### src/rtl/mem_access_ctrl_if.sv
// Request/grant handshake and datapath strobes between the control unit, the
// memory access controller and the MAR/MDR/memory datapath.
interface mem_access_ctrl_if;
  logic f_req;
  logic d_req;
  logic d_we;
  logic f_grant;
  logic d_grant;
  logic f_done;
  logic d_done;
  logic MARin;
  logic MDRin;
  logic read;
  logic mem_read;
  logic mem_write;
  logic busy;

  // Controller side.
  modport slave (
    input  f_req, d_req, d_we,
    output f_grant, d_grant, f_done, d_done,
    output MARin, MDRin, read, mem_read, mem_write, busy
  );

  // Requester / datapath side.
  modport master (
    output f_req, d_req, d_we,
    input  f_grant, d_grant, f_done, d_done,
    input  MARin, MDRin, read, mem_read, mem_write, busy
  );
endinterface

### src/rtl/mem_access_ctrl.sv
// Arbitrates fetch (F) and data (D) requests, with D taking priority, and sequences
// MAR/MDR loads plus memory strobes for one transaction at a time.
module mem_access_ctrl #(
  parameter int unsigned MEM_LATENCY = 2,
  parameter int unsigned CNT_W       = 4
) (
  input logic              clock,
  input logic              clear,
  mem_access_ctrl_if.slave bus
);

  // A latency of 0 behaves exactly like a latency of 1.
  localparam int unsigned EffLat = (MEM_LATENCY == 0) ? 1 : MEM_LATENCY;
  localparam logic [CNT_W-1:0] CntLoad = CNT_W'(EffLat - 1);

  localparam logic [2:0] StIdle  = 3'd0;
  localparam logic [2:0] StAddr  = 3'd1;
  localparam logic [2:0] StWdata = 3'd2;
  localparam logic [2:0] StMem   = 3'd3;
  localparam logic [2:0] StLatch = 3'd4;
  localparam logic [2:0] StDone  = 3'd5;

  logic [2:0]       state_q, state_d;
  logic [CNT_W-1:0] cnt_q, cnt_d;
  logic             own_f_q, own_f_d;
  logic             own_d_q, own_d_d;
  logic             we_q, we_d;

  always_ff @(posedge clock or negedge clear) begin
    if (!clear) begin
      state_q <= StIdle;
      cnt_q   <= '0;
      own_f_q <= 1'b0;
      own_d_q <= 1'b0;
      we_q    <= 1'b0;
    end else begin
      state_q <= state_d;
      cnt_q   <= cnt_d;
      own_f_q <= own_f_d;
      own_d_q <= own_d_d;
      we_q    <= we_d;
    end
  end

  always_comb begin
    state_d = state_q;
    cnt_d   = cnt_q;
    own_f_d = own_f_q;
    own_d_d = own_d_q;
    we_d    = we_q;
    case (state_q)
      StIdle: begin
        if (bus.d_req) begin
          own_d_d = 1'b1;
          we_d    = bus.d_we;
          state_d = StAddr;
        end else if (bus.f_req) begin
          own_f_d = 1'b1;
          we_d    = 1'b0;
          state_d = StAddr;
        end
      end
      StAddr: begin
        cnt_d   = CntLoad;
        state_d = we_q ? StWdata : StMem;
      end
      StWdata: state_d = StMem;
      StMem: begin
        if (cnt_q == '0) begin
          state_d = we_q ? StDone : StLatch;
        end else begin
          cnt_d = cnt_q - CNT_W'(1);
        end
      end
      StLatch: state_d = StDone;
      StDone: begin
        state_d = StIdle;
        own_f_d = 1'b0;
        own_d_d = 1'b0;
        we_d    = 1'b0;
      end
      default: begin
        state_d = StIdle;
        own_f_d = 1'b0;
        own_d_d = 1'b0;
        we_d    = 1'b0;
      end
    endcase
  end

  // Owner flags are only set from ADDR through DONE, so they double as the grants.
  always_comb begin
    bus.f_grant   = own_f_q;
    bus.d_grant   = own_d_q;
    bus.f_done    = own_f_q && (state_q == StDone);
    bus.d_done    = own_d_q && (state_q == StDone);
    bus.MARin     = (state_q == StAddr);
    bus.MDRin     = (state_q == StWdata) || (state_q == StLatch);
    bus.read      = (state_q == StLatch);
    bus.mem_read  = ((state_q == StMem) && !we_q) || (state_q == StLatch);
    bus.mem_write = (state_q == StMem) && we_q;
    bus.busy      = (state_q != StIdle);
  end

endmodule

### src/flat_wrapper.sv
// flat-port wrapper written by rule: the top's interface ports become plain ports
module mem_access_ctrl_flat 
#(
  parameter int unsigned MEM_LATENCY = 2,
  parameter int unsigned CNT_W       = 4
)
  (clock, clear, bus_f_req, bus_d_req, bus_d_we, bus_f_grant, bus_d_grant, bus_f_done, bus_d_done, bus_MARin, bus_MDRin, bus_read, bus_mem_read, bus_mem_write, bus_busy);
  mem_access_ctrl_if bus_i ();
  input logic clock;
  input logic clear;
  input wire logic [$bits(bus_i.f_req)-1:0] bus_f_req;
  input wire logic [$bits(bus_i.d_req)-1:0] bus_d_req;
  input wire logic [$bits(bus_i.d_we)-1:0] bus_d_we;
  output wire logic [$bits(bus_i.f_grant)-1:0] bus_f_grant;
  output wire logic [$bits(bus_i.d_grant)-1:0] bus_d_grant;
  output wire logic [$bits(bus_i.f_done)-1:0] bus_f_done;
  output wire logic [$bits(bus_i.d_done)-1:0] bus_d_done;
  output wire logic [$bits(bus_i.MARin)-1:0] bus_MARin;
  output wire logic [$bits(bus_i.MDRin)-1:0] bus_MDRin;
  output wire logic [$bits(bus_i.read)-1:0] bus_read;
  output wire logic [$bits(bus_i.mem_read)-1:0] bus_mem_read;
  output wire logic [$bits(bus_i.mem_write)-1:0] bus_mem_write;
  output wire logic [$bits(bus_i.busy)-1:0] bus_busy;
  assign bus_i.f_req = bus_f_req;
  assign bus_i.d_req = bus_d_req;
  assign bus_i.d_we = bus_d_we;
  assign bus_f_grant = bus_i.f_grant;
  assign bus_d_grant = bus_i.d_grant;
  assign bus_f_done = bus_i.f_done;
  assign bus_d_done = bus_i.d_done;
  assign bus_MARin = bus_i.MARin;
  assign bus_MDRin = bus_i.MDRin;
  assign bus_read = bus_i.read;
  assign bus_mem_read = bus_i.mem_read;
  assign bus_mem_write = bus_i.mem_write;
  assign bus_busy = bus_i.busy;
  mem_access_ctrl #(.MEM_LATENCY(MEM_LATENCY), .CNT_W(CNT_W)) u_core (.clock(clock), .clear(clear), .bus(bus_i));
endmodule
### config.mk
export PLATFORM = sky130hd
export DESIGN_NAME = mem_access_ctrl_flat
export DESIGN_NICKNAME = d
export VERILOG_FILES = /design/src/rtl/mem_access_ctrl_if.sv /design/src/rtl/mem_access_ctrl.sv /design/src/flat_wrapper.sv
export SDC_FILE = /design/constraint.sdc
export NUM_CORES = 1
export LEC_CHECK = 0
export CELL_PAD_IN_SITES_DETAIL_PLACEMENT = 1
export CELL_PAD_IN_SITES_GLOBAL_PLACEMENT = 2
export CORE_MARGIN = 2
export CORE_UTILIZATION = 29
export CTS_CLUSTER_DIAMETER = 120
export CTS_CLUSTER_SIZE = 28
export DETAILED_ROUTE_END_ITERATION = 10
export MAX_ROUTING_LAYER = met4
export PLACE_DENSITY_LB_ADDON = 0.1
export SLEW_MARGIN = 20
export SYNTH_ARGS = -nofsm -noshare
export SYNTH_HDL_FRONTEND = slang
export SYNTH_SLANG_ARGS = --single-unit
### constraint.sdc
create_clock -name clock -period 1.7 [get_ports clock]
set_input_delay 0.425 -clock clock [delete_from_list [all_inputs] [get_ports clock]]
set_output_delay 0.425 -clock clock [all_outputs]
set_load 0.01 [all_outputs]
Word-level counts from Yosys, hierarchy flattened

Cells that the tools add are included.
W data, S select, Z words.

Flip-flop bits (word level): 10
Input bits: 5
Word-level logic and storage cells: 51

Add/subtract/negate cells: 1
Eq/ne operators: 11
Muxes and demuxes: 16
Bitwise operators: 1
Reductions and logical operators: 17

Operator list:

| cell                  | count |
|---|---|
| $pmux W3 S5           | 1 |
| $mux W3               | 3 |
| $ne A2 B2 Y1 const B  | 4 |
| $pmux W4 S2           | 1 |
| $reduce_and A2 Y1     | 4 |
| $mux W1               | 7 |
| $eq A3 B2 Y1 const B  | 2 |
| $eq A3 B3 Y1 const B  | 2 |
| $pmux W1 S2           | 3 |
| $logic_and A1 B1 Y1   | 4 |
| $logic_not A4 Y1      | 1 |
| $mux W4               | 1 |
| $reduce_or A4 Y1      | 1 |
| $sub A4 B1 Y4 const B | 1 |
| $eq A3 B1 Y1 const B  | 1 |
| $logic_not A3 Y1      | 1 |
| $ne A3 B3 Y1 const B  | 1 |
| $reduce_and A3 Y1     | 1 |
| $reduce_bool A3 Y1    | 1 |
| $logic_or A1 B1 Y1    | 2 |
| $ne A2 B1 Y1 const B  | 1 |
| $reduce_bool A2 Y1    | 1 |
| $logic_not A1 Y1      | 1 |
| $not A1 Y1            | 1 |

Depth between registers and ports, before layout

Gate-level depths: netlist of the first run.

Depth after elaboration: 4
Gate-level depth with buffers: 5

Worst setup path after synthesis of the first run

OpenSTA, ideal clock, no wires.

Path kind: register to output
Start point: reg u_core.state_q[0]
End point: out bus_mem_read
Data arrival time: 0.903 ns
Required time: 1.275 ns
Setup slack: 0.372 ns
Stages on the path, launching flop included: 5
Buffers on the path: 1
Cells stage by stage: dfrtp_1 buf_6 nor2b_4 nand2_1 o21ai_1

Cells in the longest elaborated chain, start to end: 3
Elaborated cells between the ends (all ways): 4
Those cells by class: eq/ne (2); reduce/logical (2)

Ends and longest elaborated chain:

| what                   | line                   | text |
|---|---|---|
| start, declared        | mem_access_ctrl.sv:23  | `logic [2:0] state_q, state_d;` |
| start signal, assigned | mem_access_ctrl.sv:31  | `state_q <= StIdle;` |
| start signal, assigned | mem_access_ctrl.sv:37  | `state_q <= state_d;` |
| $eq A3 B2 Y1           | mem_access_ctrl.sv:100 | `bus.mem_read = ((state_q == StMem) && !we_q) \|\| (state_q == StLatch);` |
| $logic_and A1 B1 Y1    | mem_access_ctrl.sv:100 |  |
| $logic_or A1 B1 Y1 (*) | mem_access_ctrl.sv:100 |  |
| end, declared          | flat_wrapper.sv:21     | `output wire logic [$bits(bus_i.mem_read)-1:0] bus_mem_read;` |

Every way passes the cells marked *; elsewhere a longest branch is shown, timed or not.

Final worst setup path of the first run

Start point: reg u_core.state_q[0]
End point: out bus_busy

Cells in the longest elaborated chain, start to end: 1

Ends and longest elaborated chain:

| what               | line                   | text |
|---|---|---|
| $reduce_bool A3 Y1 | mem_access_ctrl.sv:102 | `bus.busy = (state_q != StIdle);` |
| end, declared      | flat_wrapper.sv:23     | `output wire logic [$bits(bus_i.busy)-1:0] bus_busy;` |

No other way between the ends.

==> results of run 1 <==
[flip-flops by register name, summed over array words and instances, names as in the netlist]
signal	cells
u_core.bus.f_grant	1
u_core.bus.d_grant	1
u_core.state_q	3
u_core.cnt_q	4
u_core.we_q	1
[layout make-up]
cell class              instances  area (um2)  area share [%]
clock buffers                   4        36.3            3.66
inverters                       5        18.8            1.89
multi-input cells              50         370            37.3
flip-flops and latches         10         251            25.3
well taps                      28        35.0            3.53
repair buffers                 35         280            28.2
[placed cells by master, fill, tap and decap left out, types with 3 or more instances in the layout]
cell type / synthesis / final
buf_4: 0 / 15
dfrtp_1: 10 / 9
buf_2: 0 / 8
o21ai_1: 8 / 7
nand2_1: 8 / 6
clkdlybuf4s50_1: 0 / 6
buf_6: 3 / 6
inv_1: 4 / 4
and3_1: 3 / 3
nand2b_1: 3 / 3
clkbuf_4: 0 / 3
[report_power, final]
group	switching [W]	internal [W]	leakage (nW)
clock network	0.0000978	0.000130	0.0210
registers	0.000117	0.000352	0.123
logic	0.000583	0.000744	0.349
[worst max-delay path, stage by stage (launching register included)]
cell and delay [ps]:
dfrtp_1 410, buf_4 150, buf_6 120, nor2_4 90
buf_4 120, nand2_1 40, buf_2 130
[metrics by stage]
| step | worst slack (ps) | util [%] | area (um2) | hold slack (ps) |
|---|---|---|---|---|
| 2_1_floorplan | 372 | - | 654 | 129 |
| 3_3_place_gp | -96.0 | 40.8 | 886 | 498 |
| 3_5_place_dp | -111 | 40.8 | 886 | 505 |
| 4_1_cts | -57.2 | 44.8 | 971 | 493 |
| 5_1_grt | -110 | 45.7 | 992 | 499 |
| 6_report | -55.5 | 45.7 | 992 | 483 |
[metal layers]
layer  up-vias  track usage, %  wire length (um)
met5         -               -                 0
met4         0            6.58                 0
met3         0            3.74                71
met2        10            25.2               856
met1       305            20.5               813
li1        310               -                 -
[timing repair]
item | 4_1_cts | 5_1_grt
pin swaps | 3 | 3
endpoints found under the hold margin | 0 | 0
setup endpoints to repair | 8 | 8
resized for setup | 40 | 4
gates cloned | 0 | 0
buffers inserted | 8 | 1
[cells by family after synthesis]
kind of cell / Yosys count / synth area share, %
compound gates: 16 / 17.4
buf+inv: 8 / 8.03
flops: 10 / 38.2
simple gates: 28 / 26.8
mux: 2 / 3.06
xor+xnor: 2 / 2.68
fa+ha+maj: 2 / 3.82
[how the worst max path moves through the flow]
| stage | to | start | slack, ps |
|---|---|---|---|
| 2_1_floorplan | bus_mem_read | u_core.state_q[0] | 370 |
| 3_3_place_gp | bus_mem_read | u_core.state_q[0] | -100 |
| 3_5_place_dp | bus_mem_read | u_core.state_q[0] | -110 |
| 4_1_cts | bus_mem_read | u_core.state_q[0] | -60 |
| 5_1_grt | bus_mem_read | u_core.state_q[0] | -110 |
| 6_report | bus_busy | u_core.state_q[0] | -60 |
==> results.py, run 1 <==
metrics = {
    "run_status": {
        "outcome": "complete, but fails checks",
        "violations": "setup timing",
    },
    "worst_setup_path": {
        "cp_max_fo": 4,
        "rrSetupSlack_ps": 240,
        "required_ps": 1270,
        "critical_path_arrival_ps": 1330,
        "r2r-end": "u_core.state_q[0]",
        "reg2reg_from": "u_core.state_q[1]",
        "r2r_cells": 6,
        "start_kind": "flop",
        "critical_path_class": "reg -> out",
        "critPathCaptureType": "output pin",
    },
    "placed_design": {
        "portBuffers": 14,
        "place_congestion": 0.744,
        "dp_hpwl_um": 1180,
        "dp_cells": 119,
    },
    "synthesis": {
        "yosysWarningCount": 0,
        "synth_edf_count": 0,
        "synthDistinctLibCells": 29,
        "synth.area.top_cells": "dfrtp_1, o21ai_1, buf_6",
        "yosysTopAreaCell": "dfrtp_1",
        "ys.flop_type": "dfrtp_1",
        "yosysMostFrequentCell": "dfrtp_1",
        "synthTopCellsByCount": "dfrtp_1, nand2_1, o21ai_1",
        "postSynthCellCount": 68,
        "synth.top_cell.area_share_pct": 38.2,
        "netlist_area_um2": 654,
        "yosysSeqAreaShare_pct": 38.2,
        "synth_nets": 75,
        "ys_async_sr_fraction_pct": 100,
        "ys_ff_latch": 10,
        "syn_area_per_cell_um2": 9.62,
    },
    "timing": {
        "tns_ps": -115,
        "fmaxAchievable_ghz": 0.570,
        "finalHoldViolCount": 0,
        "rsz0062_at_grt": "yes",
        "fin_crit_ps": 1760,
        "worst_pin_slew_ps": 503,
        "final_max_slew_viol_count": 0,
        "slew_headroom_pct": 66.3,
        "finalClockSkew_ps": 1.93,
        "setup_ws_ps": -55.5,
        "period_share_pct": 103,
        "setup_viol": 4,
    },
    "drt": {
        "drtIter0Drc": 3,
        "wire_per_inst_um": 13.2,
        "drt_first_pass_iters": 3,
        "drt.antenna.violating_nets": 0,
        "vias": 625,
        "wirelength_um": 1740,
        "vias_per_cell": 4.73,
        "drc": 0,
    },
    "worst_hold_path": {
        "hold_path.class": "in -> async",
    },
    "global_route": {
        "grt_antenna_before_repair": 0,
        "grt_pass1_wl_um": 3060,
        "grt_overflow": 0,
        "grt_max_degree": 11,
        "grt_util_all_layers_pct": 16.2,
        "grt_pass1_vias": 655,
    },
    "floorplan": {
        "core.rowCount": 17,
        "die_w_um": 51.5,
        "core_area_mm2": 0.00217,
        "start_util_pct": 30.2,
        "ioPinCount": 15,
        "die_area_mm2": 0.00265,
        "die_h_um": 51.5,
    },
    "pwr": {
        "leakage_nw": 0.493,
        "p_total_w": 0.00202,
        "ir_worst_vdd_uv": 850,
        "p_per_area_mw_per_mm2": 2040,
    },
    "cts": {
        "cts_max_level": 1,
        "cts_tree": "built",
        "clk-insertion-delay-late_ps": 270,
        "hold_buffers": 0,
        "cts_made_buffers": 3,
        "path_clk_slew_ps": 80,
        "root_buffer": "clkbuf_4",
        "clock-sinks": 10,
        "clockBufferDepth": 2,
    },
    "cells_and_area": {
        "finalNetCount": 112,
        "final-instance-count-excl-fill": 132,
        "synthToLayoutAreaGrowth_pct": 51.6,
        "nFillCells": 266,
        "drive_gt1_share_pct": 43.3,
        "diodes": 0,
    },
    "run": {
        "cap_violations": 0,
    },
}
Power figures use the tool's default switching activity.
==> run 2: changes to the inputs <==
- CORE_UTILIZATION: 29 -> 35
- DONT_BUFFER_PORTS: unset -> 1
- PLACE_DENSITY: unset -> 0.76
- PLACE_DENSITY_LB_ADDON: 0.1 -> unset
==> run 2 against run 1 <==
Largest cell class unchanged. Cell count fell by 26%. Combinational power fell by 43%. Sequential share of layout area rose by 9.6 points. Critical endpoint unchanged. Non-clock buffer count fell by 30. The run now ends clean. Largest power group unchanged.
==> results.py, run 2 (synthesized netlist as in run 1, its figures left out) <==
metrics = {
    "cts": {
        "cts_max_level": 1,
        "cts_tree": "built",
        "cts_setup_buffers": 0,
        "cts_made_buffers": 3,
        "clock-sinks": 10,
        "clockBufferDepth": 2,
        "root_buffer": "clkbuf_4",
        "clk-insertion-delay-late_ps": 270,
        "path_clk_slew_ps": 60,
    },
    "global_route": {
        "grt_max_degree": 15,
        "grt_util_all_layers_pct": 15.0,
        "grt_pass1_wl_um": 2170,
        "grt_antenna_before_repair": 0,
        "grt_pass1_vias": 467,
        "grt_overflow": 0,
    },
    "cells_and_area": {
        "stdcell_area_um2": 719,
        "largest_register_ffs": 4,
        "final-instance-count-excl-fill": 98,
        "reg.largest.list": "u_core.cnt_q (4), u_core.state_q (3)",
        "register_area_um2": 251,
        "finalNetCount": 82,
        "diodes": 0,
        "top_register": "u_core.cnt_q",
        "final_cell_mix": "dfrtp_1, nand2_1, o21ai_1",
        "drive_gt1_share_pct": 20.5,
        "synthToLayoutAreaGrowth_pct": 9.94,
        "nFillCells": 210,
        "layout_commonest_cell": "dfrtp_1",
        "multi_input_area_um2": 355,
    },
    "worst_setup_path": {
        "critical_path_arrival_ps": 1200,
        "rrSetupSlack_ps": 370,
        "start_kind": "flop",
        "critPathCaptureType": "output pin",
        "critical_path_class": "reg -> out",
        "r2r_cells": 5,
        "r2r-end": "u_core.cnt_q[1]",
        "required_ps": 1270,
        "reg2reg_from": "u_core.cnt_q[0]",
        "cp_max_fo": 14,
    },
    "pwr": {
        "p_per_area_mw_per_mm2": 2010,
        "leakage_nw": 0.330,
        "ir_worst_vdd_uv": 754,
    },
    "drt": {
        "wirelength_um": 1360,
        "drt.antenna.violating_nets": 0,
        "vias_per_cell": 5.17,
        "drt_first_pass_iters": 2,
        "drc": 0,
        "wire_per_inst_um": 13.9,
        "drtIter0Drc": 5,
        "vias": 507,
    },
    "floorplan": {
        "die_h_um": 47.2,
        "core.rowCount": 15,
        "die_area_mm2": 0.00223,
        "die_w_um": 47.2,
        "start_util_pct": 37.5,
        "core_area_mm2": 0.00175,
        "ioPinCount": 15,
    },
    "worst_hold_path": {
        "hold_path_end": "u_core.state_q[0]",
        "hp-start": "bus_d_req",
        "hold_depth": 2,
        "hold_path.class": "in -> reg",
    },
    "timing": {
        "rsz0062_at_grt": "no",
        "finalHoldViolCount": 0,
        "period_share_pct": 95.5,
        "slew_headroom_pct": 67.2,
        "fin_crit_ps": 1620,
        "fmaxAchievable_ghz": 0.616,
        "final_max_slew_viol_count": 0,
        "setup_viol": 0,
        "finalClockSkew_ps": 1.11,
        "tns_ps": 0,
        "worst_pin_slew_ps": 491,
    },
    "placed_design": {
        "portBuffers": 0,
        "place_area_um2": 682,
        "place_congestion": 0.708,
        "dp_hpwl_um": 1040,
        "dp_cells": 94,
    },
    "run_status": {
        "outcome": "completed",
    },
    "run": {
        "cap_violations": 0,
    },
}
[run 2: cell types whose count changed in the layout (fill, tap and decap cells not counted)]
cell	delta
buf_4	-11
buf_2	-8
buf_6	-6
clkdlybuf4s50_1	-6
nand2_1	+2
nand2_2	-2
clkbuf_8	-1
dlygate4sd3_1	+1
nor2b_1	+1
nor2b_2	-1
xnor2_1	+1
xnor2_2	-1
[run 2: cell type report]
type                            count  area share [%]
Sequential cell                    10            35.0
Multi-Input combinational cell     50            49.4
Timing Repair Buffer                5            5.57
Clock buffer                        3            3.13
Inverter                            5            2.61
Tap cell                           25            4.35
[run 2: timing repair]
item | CTS | global route
setup endpoints to repair | 7 | 1
pin swaps | 0 | 0
hold endpoints to repair | 10 | 0
hold buffers | 1 | 0
resized for setup | 1 | 1
[run 2: how the worst max path moves through the flow]
stage,startpoint,endpoint,slack [ps],depth (start not counted)
2_1_floorplan,u_core.state_q[0],bus_mem_read,370,4
3_3_place_gp,u_core.state_q[1],bus_mem_read,250,2
3_5_place_dp,u_core.state_q[1],bus_mem_read,210,2
4_1_cts,u_core.state_q[2],bus_mem_read,50,3
5_1_grt,u_core.state_q[1],bus_busy,6,3
6_report,u_core.state_q[1],bus_busy,80,3
[run 2: per-stage QoR]
step / util [%] / power (W) / hold WS [ps] / setup WS, ps
2_1_floorplan: - / 0.00115 / 129 / 372
3_3_place_gp: 39.1 / 0.00125 / 130 / 250
3_5_place_dp: 39.1 / 0.00129 / 130 / 210
4_1_cts: 41.0 / 0.00147 / 316 / 45.3
5_1_grt: 41.2 / 0.00159 / 334 / 6.41
6_report: 41.2 / 0.00145 / 318 / 76.2
[run 2: routing by layer]
metal / GRT usage [%] / wire [um] / vias to the layer above / share of wire, %
met5: - / 0 / - / 0
met4: 5.00 / 16 / 0 / 1.2
met3: 5.77 / 56 / 2 / 4.1
met2: 18.9 / 590 / 12 / 43
met1: 21.4 / 698 / 247 / 51
li1: - / - / 246 / -
[run 2: power breakdown]
group	switching, W	internal (W)	total [W]
sequential	0.000174	0.000351	0.000526
combinational	0.000398	0.000358	0.000756
clock	0.0000827	0.0000820	0.000165
total	0.000655	0.000792	0.00145
[run 2: critical path, cell delays in order, from the launching register on]
cell,delay [ps]
dfrtp_2,520
nor2_4,150
buf_4,150
nand2_1,100
